### config.mk
export PLATFORM = sky130hd
export DESIGN_NAME = mux16_rr_sched_flat
export DESIGN_NICKNAME = d
export VERILOG_FILES = /design/src/rtl/mux_sched_pkg.sv /design/src/rtl/mux16_rr_sched_if.sv /design/src/rtl/rr_pick16.sv /design/src/rtl/mux16_rr_sched.sv /design/src/flat_wrapper.sv
export SDC_FILE = /design/constraint.sdc
export NUM_CORES = 1
export LEC_CHECK = 0
export CORE_UTILIZATION = 53
export DETAILED_ROUTE_END_ITERATION = 8
export PLACE_DENSITY = 0.79
export REMOVE_ABC_BUFFERS = 1
export SYNTH_ARGS = -nofsm -noshare
export SYNTH_HDL_FRONTEND = slang
export SYNTH_HIERARCHICAL = 1
export SYNTH_SLANG_ARGS = --single-unit
### constraint.sdc
create_clock -name clk -period 6.2 [get_ports clk]
set_input_delay 1.24 -clock clk [delete_from_list [all_inputs] [get_ports clk]]
set_output_delay 1.24 -clock clk [all_outputs]
set_load 0.01 [all_outputs]
### src/rtl/mux_sched_pkg.sv
// Shared constants, state type and helpers for the 16-way round-robin mux scheduler.
package mux_sched_pkg;

  localparam int N     = 16;
  localparam int SEL_W = 4;

  typedef enum logic {
    IDLE,
    GRANT
  } state_t;

  function automatic logic [N-1:0] onehot(input logic [SEL_W-1:0] sel);
    onehot      = '0;
    onehot[sel] = 1'b1;
  endfunction

endpackage

### src/rtl/mux16_rr_sched_if.sv
// Request/grant bundle between the requesters (master) and the scheduler (slave).
interface mux16_rr_sched_if;
  import mux_sched_pkg::*;

  logic [N-1:0]     req;
  logic             release_grant;  // the holder is finished
  logic [SEL_W-1:0] sel;
  logic [N-1:0]     grant;
  logic             gnt_valid;
  logic             timeout;

  modport master (
    output req, release_grant,
    input  sel, grant, gnt_valid, timeout
  );

  modport slave (
    input  req, release_grant,
    output sel, grant, gnt_valid, timeout
  );

endinterface

### src/rtl/rr_pick16.sv
// Rotate-priority finder: first set bit of req searching upward from ptr, modulo 16.
module rr_pick16
  import mux_sched_pkg::*;
(
  input  logic [N-1:0]     req,
  input  logic [SEL_W-1:0] ptr,
  output logic [SEL_W-1:0] idx,
  output logic             found
);

  logic [SEL_W-1:0] cand;

  // NOTE: every output of a combinational block gets a default up front; any
  // path that leaves one unassigned would infer a latch.
  always_comb begin
    found = 1'b0;
    idx   = ptr;
    cand  = ptr;
    for (int k = 0; k < N; k++) begin
      cand = ptr + SEL_W'(k);
      if (!found && req[cand]) begin
        found = 1'b1;
        idx   = cand;
      end
    end
  end

endmodule

### src/rtl/mux16_rr_sched.sv
// Round-robin owner of a shared 16:1 mux select, with a bounded hold time and timeout pulse.
module mux16_rr_sched
  import mux_sched_pkg::*;
#(
  parameter int MAX_HOLD = 8
) (
  input  logic              clk,
  input  logic              rst,
  mux16_rr_sched_if.slave   bus
);

  localparam int CNT_W = $clog2(MAX_HOLD);
  localparam logic [CNT_W-1:0] CNT_LAST = CNT_W'(MAX_HOLD - 1);

  state_t           state_q, state_nx;
  logic [SEL_W-1:0] sel_q, sel_nx;
  logic [SEL_W-1:0] ptr_q, ptr_nx;
  logic [N-1:0]     grant_q, grant_nx;
  logic [CNT_W-1:0] cnt_q, cnt_nx;
  logic             timeout_q, timeout_nx;

  logic [SEL_W-1:0] pick_ptr;
  logic [SEL_W-1:0] pick_idx;
  logic             pick_found;
  logic             dropped, forced, voluntary;

  // On exit the holder moves to the back of the queue, so search from sel+1.
  assign pick_ptr  = (state_q == GRANT) ? sel_q + SEL_W'(1) : ptr_q;
  assign dropped   = !bus.req[sel_q];
  assign forced    = (cnt_q == CNT_LAST);
  assign voluntary = bus.release_grant || dropped;

  rr_pick16 u_pick (
    .req   (bus.req),
    .ptr   (pick_ptr),
    .idx   (pick_idx),
    .found (pick_found)
  );

  always_comb begin
    state_nx   = state_q;
    sel_nx     = sel_q;
    ptr_nx     = ptr_q;
    grant_nx   = grant_q;
    cnt_nx     = cnt_q;
    timeout_nx = 1'b0;

    case (state_q)
      IDLE: begin
        if (pick_found) begin
          sel_nx   = pick_idx;
          grant_nx = onehot(pick_idx);
          cnt_nx   = '0;
          state_nx = GRANT;
        end
      end

      GRANT: begin
        if (voluntary || forced) begin
          ptr_nx     = pick_ptr;
          cnt_nx     = '0;
          timeout_nx = forced && !voluntary;
          if (pick_found) begin
            sel_nx   = pick_idx;
            grant_nx = onehot(pick_idx);
          end else begin
            grant_nx = '0;
            state_nx = IDLE;
          end
        end else if (cnt_q != '1) begin
          cnt_nx = cnt_q + CNT_W'(1);
        end
      end

      default: state_nx = IDLE;
    endcase
  end

  // NOTE: state registers use non-blocking assignments so every flop samples
  // the pre-edge values, independent of statement order.
  always_ff @(posedge clk or posedge rst) begin
    if (rst) begin
      state_q   <= IDLE;
      sel_q     <= '0;
      ptr_q     <= '0;
      grant_q   <= '0;
      cnt_q     <= '0;
      timeout_q <= 1'b0;
    end else begin
      state_q   <= state_nx;
      sel_q     <= sel_nx;
      ptr_q     <= ptr_nx;
      grant_q   <= grant_nx;
      cnt_q     <= cnt_nx;
      timeout_q <= timeout_nx;
    end
  end

  assign bus.sel       = sel_q;
  assign bus.grant     = grant_q;
  assign bus.gnt_valid = |grant_q;
  assign bus.timeout   = timeout_q;

endmodule

### src/flat_wrapper.sv
// flat-port wrapper written by rule: the top's interface ports become plain ports
module mux16_rr_sched_flat import mux_sched_pkg::*;
#(
  parameter int MAX_HOLD = 8
)
  (clk, rst, bus_req, bus_release_grant, bus_sel, bus_grant, bus_gnt_valid, bus_timeout);
  mux16_rr_sched_if bus_i ();
  input  logic clk;
  input  logic rst;
  input wire logic [$bits(bus_i.req)-1:0] bus_req;
  input wire logic [$bits(bus_i.release_grant)-1:0] bus_release_grant;
  output wire logic [$bits(bus_i.sel)-1:0] bus_sel;
  output wire logic [$bits(bus_i.grant)-1:0] bus_grant;
  output wire logic [$bits(bus_i.gnt_valid)-1:0] bus_gnt_valid;
  output wire logic [$bits(bus_i.timeout)-1:0] bus_timeout;
  assign bus_i.req = bus_req;
  assign bus_i.release_grant = bus_release_grant;
  assign bus_sel = bus_i.sel;
  assign bus_grant = bus_i.grant;
  assign bus_gnt_valid = bus_i.gnt_valid;
  assign bus_timeout = bus_i.timeout;
  mux16_rr_sched #(.MAX_HOLD(MAX_HOLD)) u_core (.clk(clk), .rst(rst), .bus(bus_i));
endmodule
# Word level (Yosys, flattened, before mapping)
# Index checks and enable logic that the tools add are counted.
totals:
  regBits: 29
  in_bits: 19
  out_inout_bits: 22
  word_cells: 172
op_classes:
  addsub: 17
  magnitude_cmp: 19
  eq_ne: 5
  mux: 84
  bitwise_logic: 1
  n_reduce_logical: 40
op_table:
  columns: ["operator", "count"]
  rows:
  - ["4-bit by 5-bit less-than comparator with 1-bit output, second input constant", 18]
  - ["4-bit two-way mux", 18]
  - ["1-bit binary-select mux with 4-bit select", 17]
  - ["16-bit two-way mux", 3]
  - ["1-bit two-way mux", 38]
  - ["4-bit adder, second input constant", 8]
  - ["16-bit case mux with 2 select lines", 1]
  - ["1-bit logical AND", 17]
  - ["1-bit logical NOT", 17]
  - ["4-bit by 3-bit adder with 4-bit output, second input constant", 4]
  - ["16-bit OR reduction", 1]
  - ["3-bit two-way mux", 3]
  - ["4-bit by 1-bit adder with 4-bit output, second input constant", 2]
  - ["4-bit by 2-bit adder with 4-bit output, second input constant", 2]
  - ["4-bit case mux with 2 select lines", 1]
  - ["3-bit inequality test, second input constant", 2]
  - ["3-bit case mux with 2 select lines", 1]
  - ["2-bit AND reduction", 3]
  - ["1-bit demux with 4-bit select", 1]
  - ["4-bit by 1-bit greater-or-equal comparator with 1-bit output, second input constant", 1]
  - ["3-bit by 1-bit adder with 3-bit output, second input constant", 1]
  - ["3-bit equality test, second input constant", 1]
  - ["1-bit logical OR", 2]
  - ["2-bit by 1-bit inequality test with 1-bit output, second input constant", 1]
  - ["3 further kinds", 3]

# Logic depth before layout (Yosys ltp)
logic_depth:
  word_depth: 57
  mapped_depth: 23
  ltp_nobuf: 17

# Hierarchy
# Netlist, hierarchy kept.
modules_own_cells:
  columns: ["module", "n_inst", "cells_per_inst", "area_per_inst_um2", "seq_area_each_um2"]
  rows:
  - ["rr_pick16", 1, 254, 2331.0, 0.0]
  - ["mux16_rr_sched", 1, 123, 1472.7, 725.7]

# Least setup slack after synthesis
# No wires, ideal clock.
synth_timing:
  path_kind: "register to register"
  start: "register u_core.state_q"
  end: "register u_core.grant_q[3], in the netlist u_core/bus.grant[3]"
  setup_ns: 0.066
  t_arrival_ns: 5.926
  t_required_ns: 6.134
  setup_slack_ns: 0.208
  path_stages_with_launch: 21
  n_path_buf: 8
  synth_period_minus_slack_ns: 5.992
  path_cell_list: "dfrtp_1 > clkbuf_1 > nor2_1 > a21oi_1 > buf_6 > buf_12 > buf_6 > buf_2 > inv_1 > ha_1 > buf_2 > mux4_2 > mux2_2 > mux2_2 > or4_4 > or4_4 > buf_6 > or4b_2 > o22ai_1 > buf_2 > a22o_1"
synth_via:
  elab_cells_between_ends: 122
  cone_classes: "add/sub (15); order compare (2); eq/ne (2); mux (70); bitwise (1); reduce/logical (32)"
synth_lines:
  columns: ["item", "line", "text"]
  rows:
  - ["start: declaration", "mux16_rr_sched.sv:15", "state_t state_q, state_nx;"]
  - ["start signal: assignment", "mux16_rr_sched.sv:90", "state_q <= state_nx;"]
  - ["4-bit two-way mux (*)", "mux16_rr_sched.sv:28", "assign pick_ptr = (state_q == GRANT) ? sel_q + SEL_W'(1) : ptr_q;"]
  - ["net u_core.pick_ptr[0]", "mux16_rr_sched.sv:22", "logic [SEL_W-1:0] pick_ptr;"]
  - ["branches (longest 47 deep; another with 4-bit by 1-bit adder with 4-bit output)", null, null]
  - ["1-bit two-way mux (*)", "rr_pick16.sv:21", "if (!found && req[cand]) begin"]
  - ["net u_core.pick_found", "mux16_rr_sched.sv:24", "logic pick_found;"]
  - ["16-bit two-way mux", "mux16_rr_sched.sv:63", "if (pick_found) begin"]
  - ["16-bit two-way mux", "mux16_rr_sched.sv:59", "if (voluntary || forced) begin"]
  - ["16-bit case mux with 2 select lines", "mux16_rr_sched.sv:48", "case (state_q)"]
  - ["end signal: assignment", "mux16_rr_sched.sv:93", "grant_q <= grant_nx;"]
  - ["end: declaration", "mux16_rr_sched.sv:18", "logic [N-1:0] grant_q, grant_nx;"]
# Mark *: on every way through the listed nets, which the timed path passes. The select of a mux whose other input is x is not followed.
# A chain may end at the register's enable or synchronous reset.

# Worst setup path after layout
layout_timing:
  start: "register u_core.state_q"
  end: "register u_core.grant_q[11], in the netlist u_core/bus.grant[11]"
layout_via:
  elab_chain_len: 56
  elab_cells_between_ends: 122
  cone_classes: "add/sub (15); order compare (2); eq/ne (2); mux (70); bitwise (1); reduce/logical (32)"
layout_lines:
  columns: ["item", "line", "text"]
  rows:
  - ["4-bit two-way mux (*)", "mux16_rr_sched.sv:28", null]
  - ["net u_core.pick_ptr[0]", "mux16_rr_sched.sv:22", null]
  - ["branches (longest 47 deep; another with 4-bit by 1-bit adder with 4-bit output)", null, null]
  - ["4-bit two-way mux (*)", "rr_pick16.sv:21", null]
  - ["net u_core.pick_idx[0]", "mux16_rr_sched.sv:23", "logic [SEL_W-1:0] pick_idx;"]
  - ["4-bit by 5-bit less-than comparator with 1-bit output (implied by the code) or 4-bit by 1-bit greater-or-equal comparator with 1-bit output (tied branches)", "mux_sched_pkg.sv:14", "onehot[sel] = 1'b1;"]
  - ["1-bit logical AND (implied by the code)", "mux_sched_pkg.sv:14", null]
  - ["1-bit two-way mux (implied by the code)", "mux_sched_pkg.sv:14", null]
  - ["1-bit demux with 4-bit select (*)", null, null]
  - ["16-bit two-way mux", "mux16_rr_sched.sv:63", null]
  - ["16-bit two-way mux", "mux16_rr_sched.sv:59", null]
  - ["16-bit case mux with 2 select lines (*)", "mux16_rr_sched.sv:48", null]
# Marked as above.

==> results.txt <==
The compound-cell area share of the yosys netlist was 0.2020. Average cell area after synthesis: 10.09 um2. After synthesis, the largest family of logic cells by area is multiplexers. Clock-pin slew was measured on the worst setup and hold paths at 0.07 ns. The simple-gate share of the synthesized area was 0.1543; the detailed-route DRC error count was 0. Storage element area: 725.7 um2.

Layout cell share with drive strength beyond 1: 0.2080. At the placement stage, the worst setup path has a slack of 0.2250 ns. The share of flip-flops with an asynchronous set or reset came out at 1.000. The flow ran to the end, and the final reports show no timing, DRC or antenna violations.

The filler cells instantiated in the layout total 540. The number of hold violations in the final report is 0. The wire length of the first global-routing pass came out at 17.35 mm. In this run the cell area of the synthesized design comes to 0.003804 mm2. The tightest min-delay check is of the reg -> reg type. The final setup skew was 0.006883 ns.

The final max-slew violation count was 0; the number of core rows was 30. For the final-layout worst hold slack, the log shows 0.5018 ns. For the combined area of the multi-input logic cells, the log shows 0.002895 mm2. The post-synthesis cell count was 377; the number of iterations in the first detailed-routing pass was 7. Wires add up to 10.41 mm. For the final antenna-violating net count, the log shows 0.

Nature of the critical path startpoint: a flip-flop. The worst setup path is of the reg -> reg kind. From synthesis to final layout, the design area changed by 16.97%.

In the final design database the tool counted 451 nets. Post-synthesis share of cell area spent on xor and xnor gates: 0.02993. The number of clock buffers added by TritonCTS is 5.

In the final routed layout, each cell accounts on average for 20.06 um. The clock period could shrink to 5.876 ns. The mux contribution to synthesized area came out at 0.3391. For this design the top-level I/O count stands at 41. In this run the worst path has a maximum fanout of 15. The clock drives 29 sinks. The buffer type at the clock tree root is clkbuf_8. The adder-cell share of the synthesized area is 0.03289, and the sequential element share of the synthesized area is 0.1908. The count of maximum capacitance violations is 0, and the via-per-instance ratio is 6.815. Headroom to the max-slew limit: 0.2780. The worst path meets setup with 0.3240 ns of slack. Static timing analysis puts the maximum clock frequency at 0.1702 GHz. The logs give 31 for the maximum number of pins on one net before global-route repair and 0 for the final setup violation count. Setup repair after global routing left no endpoint under its margin. The via count of the first global-routing pass is 3,366, and the initial detailed-routing violation count is 324. The finished cells cover 0.004449 mm2.

At the later pin of the worst-skew pair, clock insertion delay measures 0.28 ns. The die covers 0.007519 mm2. At the end of routability-driven placement, the weighted congestion stood at 1.012. The total placed instance area came out at 0.004333 mm2. Data arrives at the worst endpoint at 6.10 ns. The number of enable-type register cells in the synthesized netlist came out at 0.

The post-CTS setup buffer count is 0, and the register bit count reported by yosys is 29. In this run, distinct cell masters in the synthesized netlist total 68. After clock tree synthesis, the repair step resized 0 gates.

The H-tree was split into 2 levels. The total overflow reported by the global router is 0, and the transition time of the tightest slew-check pin is 1.082 ns. The HPWL after detailed placement is 7.848 mm. In this run, post-CTS hold repair placed 0 buffers.

The final non-filler cell total is 519. In this run the deepest clock path goes through 2 buffers. The number of buffers inserted by port buffering is 40, and the die outline height is 86.72 um. The number of vias in the routed layout was 3,537. Portion of the clock cycle consumed by the worst path in the final layout: 0.9477. Data on the critical path is required at its endpoint by 6.42 ns.

In this run, placement finished with an instance count of 511. The die boundary width was 86.72 um; the area inside the core boundary was 0.006869 mm2. For this run, the leading register cell type out of synthesis is dfrtp_1. The starting utilization of the core area was 0.5537; the initial antenna violation count was 0. The yosys synthesis warning count is 6, and the antenna diode instance count is 0. The global router's overall resource usage came out at 0.2967. The tools report the category of the worst setup path capture point as a flip-flop. TritonCTS built the clock tree.
path summary, 6_finish.rpt:
| check | start | to | slack [ns] | depth (start not counted) |
|---|---|---|---|---|
| worst min register to register | u_core/cnt_q[1] | u_core/cnt_q[1] | 0.50 | 1 |
| min in group asynchronous | rst | u_core/bus.grant[0] | 1.54 | 2 |
| worst max-delay path | u_core/state_q | u_core/bus.grant[11] | 0.32 | 15 |
| worst min-delay path | u_core/cnt_q[1] | u_core/cnt_q[1] | 0.50 | 1 |
| max in group asynchronous | rst | u_core/bus.sel[1] | 4.01 | 2 |
| worst max register to register | u_core/state_q | u_core/bus.grant[11] | 0.32 | 15 |
metal layers:
metal,track usage,routed length (um),part of all wire
met2,0.4618,4830,0.46
met1,0.4258,4490,0.43
met5,0,0,0
met3,0.04762,813,0.078
met4,0.09242,275,0.026
worst max-delay path: stages (launching register included):
cell	delay, ns
dfrtp_1	0.70
nor2_1	0.16
a21oi_4	0.24
inv_1	0.07
ha_1	0.54
mux4_2	0.57
mux2_2	0.33
mux2_2	0.36
or4_4	0.59
or4_4	0.61
or3_1	0.40
nand4_1	0.16
nor2_1	0.08
xnor2_1	0.40
nor3b_2	0.40
a32o_1	0.21
cells in the mapped netlist (6+ instances only):
| cell | number | area, um2 |
|---|---|---|
| nand2b_1 | 7 | 43.79 |
| clkbuf_1 | 7 | 26.28 |
| mux2i_1 | 28 | 280.3 |
| a32o_1 | 8 | 80.08 |
| a21oi_1 | 15 | 75.07 |
| nor3_1 | 10 | 50.05 |
| xnor2_1 | 8 | 70.07 |
| mux2_2 | 22 | 247.7 |
| nor4_1 | 6 | 37.54 |
| o21ai_0 | 8 | 40.04 |
| nand3_1 | 6 | 30.03 |
| nor2_1 | 24 | 90.09 |
| inv_1 | 15 | 56.30 |
| dfrtp_1 | 29 | 725.7 |
| mux4_2 | 21 | 473.0 |
| nand2_1 | 18 | 67.56 |
| mux4_1 | 9 | 236.5 |
| ha_1 | 10 | 125.1 |
| a22o_1 | 12 | 105.1 |
| nor2b_1 | 7 | 43.79 |
| a22oi_1 | 6 | 45.04 |
area by class of cell:
cell class	count	area share
flip-flops and latches	29	0.1631
clock buffers	7	0.01940
repair buffers	57	0.1187
well taps	96	0.02700
clock inverters	1	0.006749
inverters	17	0.01434
multi-input cells	312	0.6507
registers in the layout, indices dropped and copies added, names as in the netlist:
signal	flops
u_core/bus.sel	4
u_core/bus.grant	16
u_core/ptr_q	4
u_core/state_q	1
u_core/cnt_q	3
u_core/bus.timeout	1
per-stage QoR:
stage          utilization  setup TNS [ns]
2_1_floorplan            -          -29.46
3_3_place_gp        0.6308               0
3_5_place_dp        0.6308               0
4_1_cts             0.6477               0
5_1_grt             0.6477               0
6_report            0.6477               0
cell families (layout without fill, tap and decap cells):
kind of cell / after synthesis / after routing
AND/OR/NAND/NOR: 106 / 106
AO/OA/AOI/OAI: 99 / 99
multiplexers: 84 / 84
buffers and inverters: 36 / 82
flip-flops: 29 / 29
XOR/XNOR: 13 / 13
adder cells (fa/ha/maj): 10 / 10
placed cells by master, fill, tap and decap left out, types with 6 or more instances in the layout:
cell             Yosys  final
a21oi_1             15     14
a22o_1              12     12
a22oi_1              6      6
a32o_1               8      8
buf_4                0     17
clkbuf_8             0      6
clkdlybuf4s50_1      0     40
dfrtp_1             29     29
ha_1                10     10
inv_1               15     15
mux2_2              22     22
mux2i_1             28     28
mux4_1               9      9
mux4_2              21     21
nand2_1             18     18
nand2b_1             7      7
nand3_1              6      6
nor2_1              24     24
nor2b_1              7      7
nor3_1              10     10
nor4_1               6      6
o21ai_0              8      7
xnor2_1              8      8
Power is left out: the tool's default activity adds up to more than one toggle a clock period on the data nets, which glitch-free logic cannot reach.
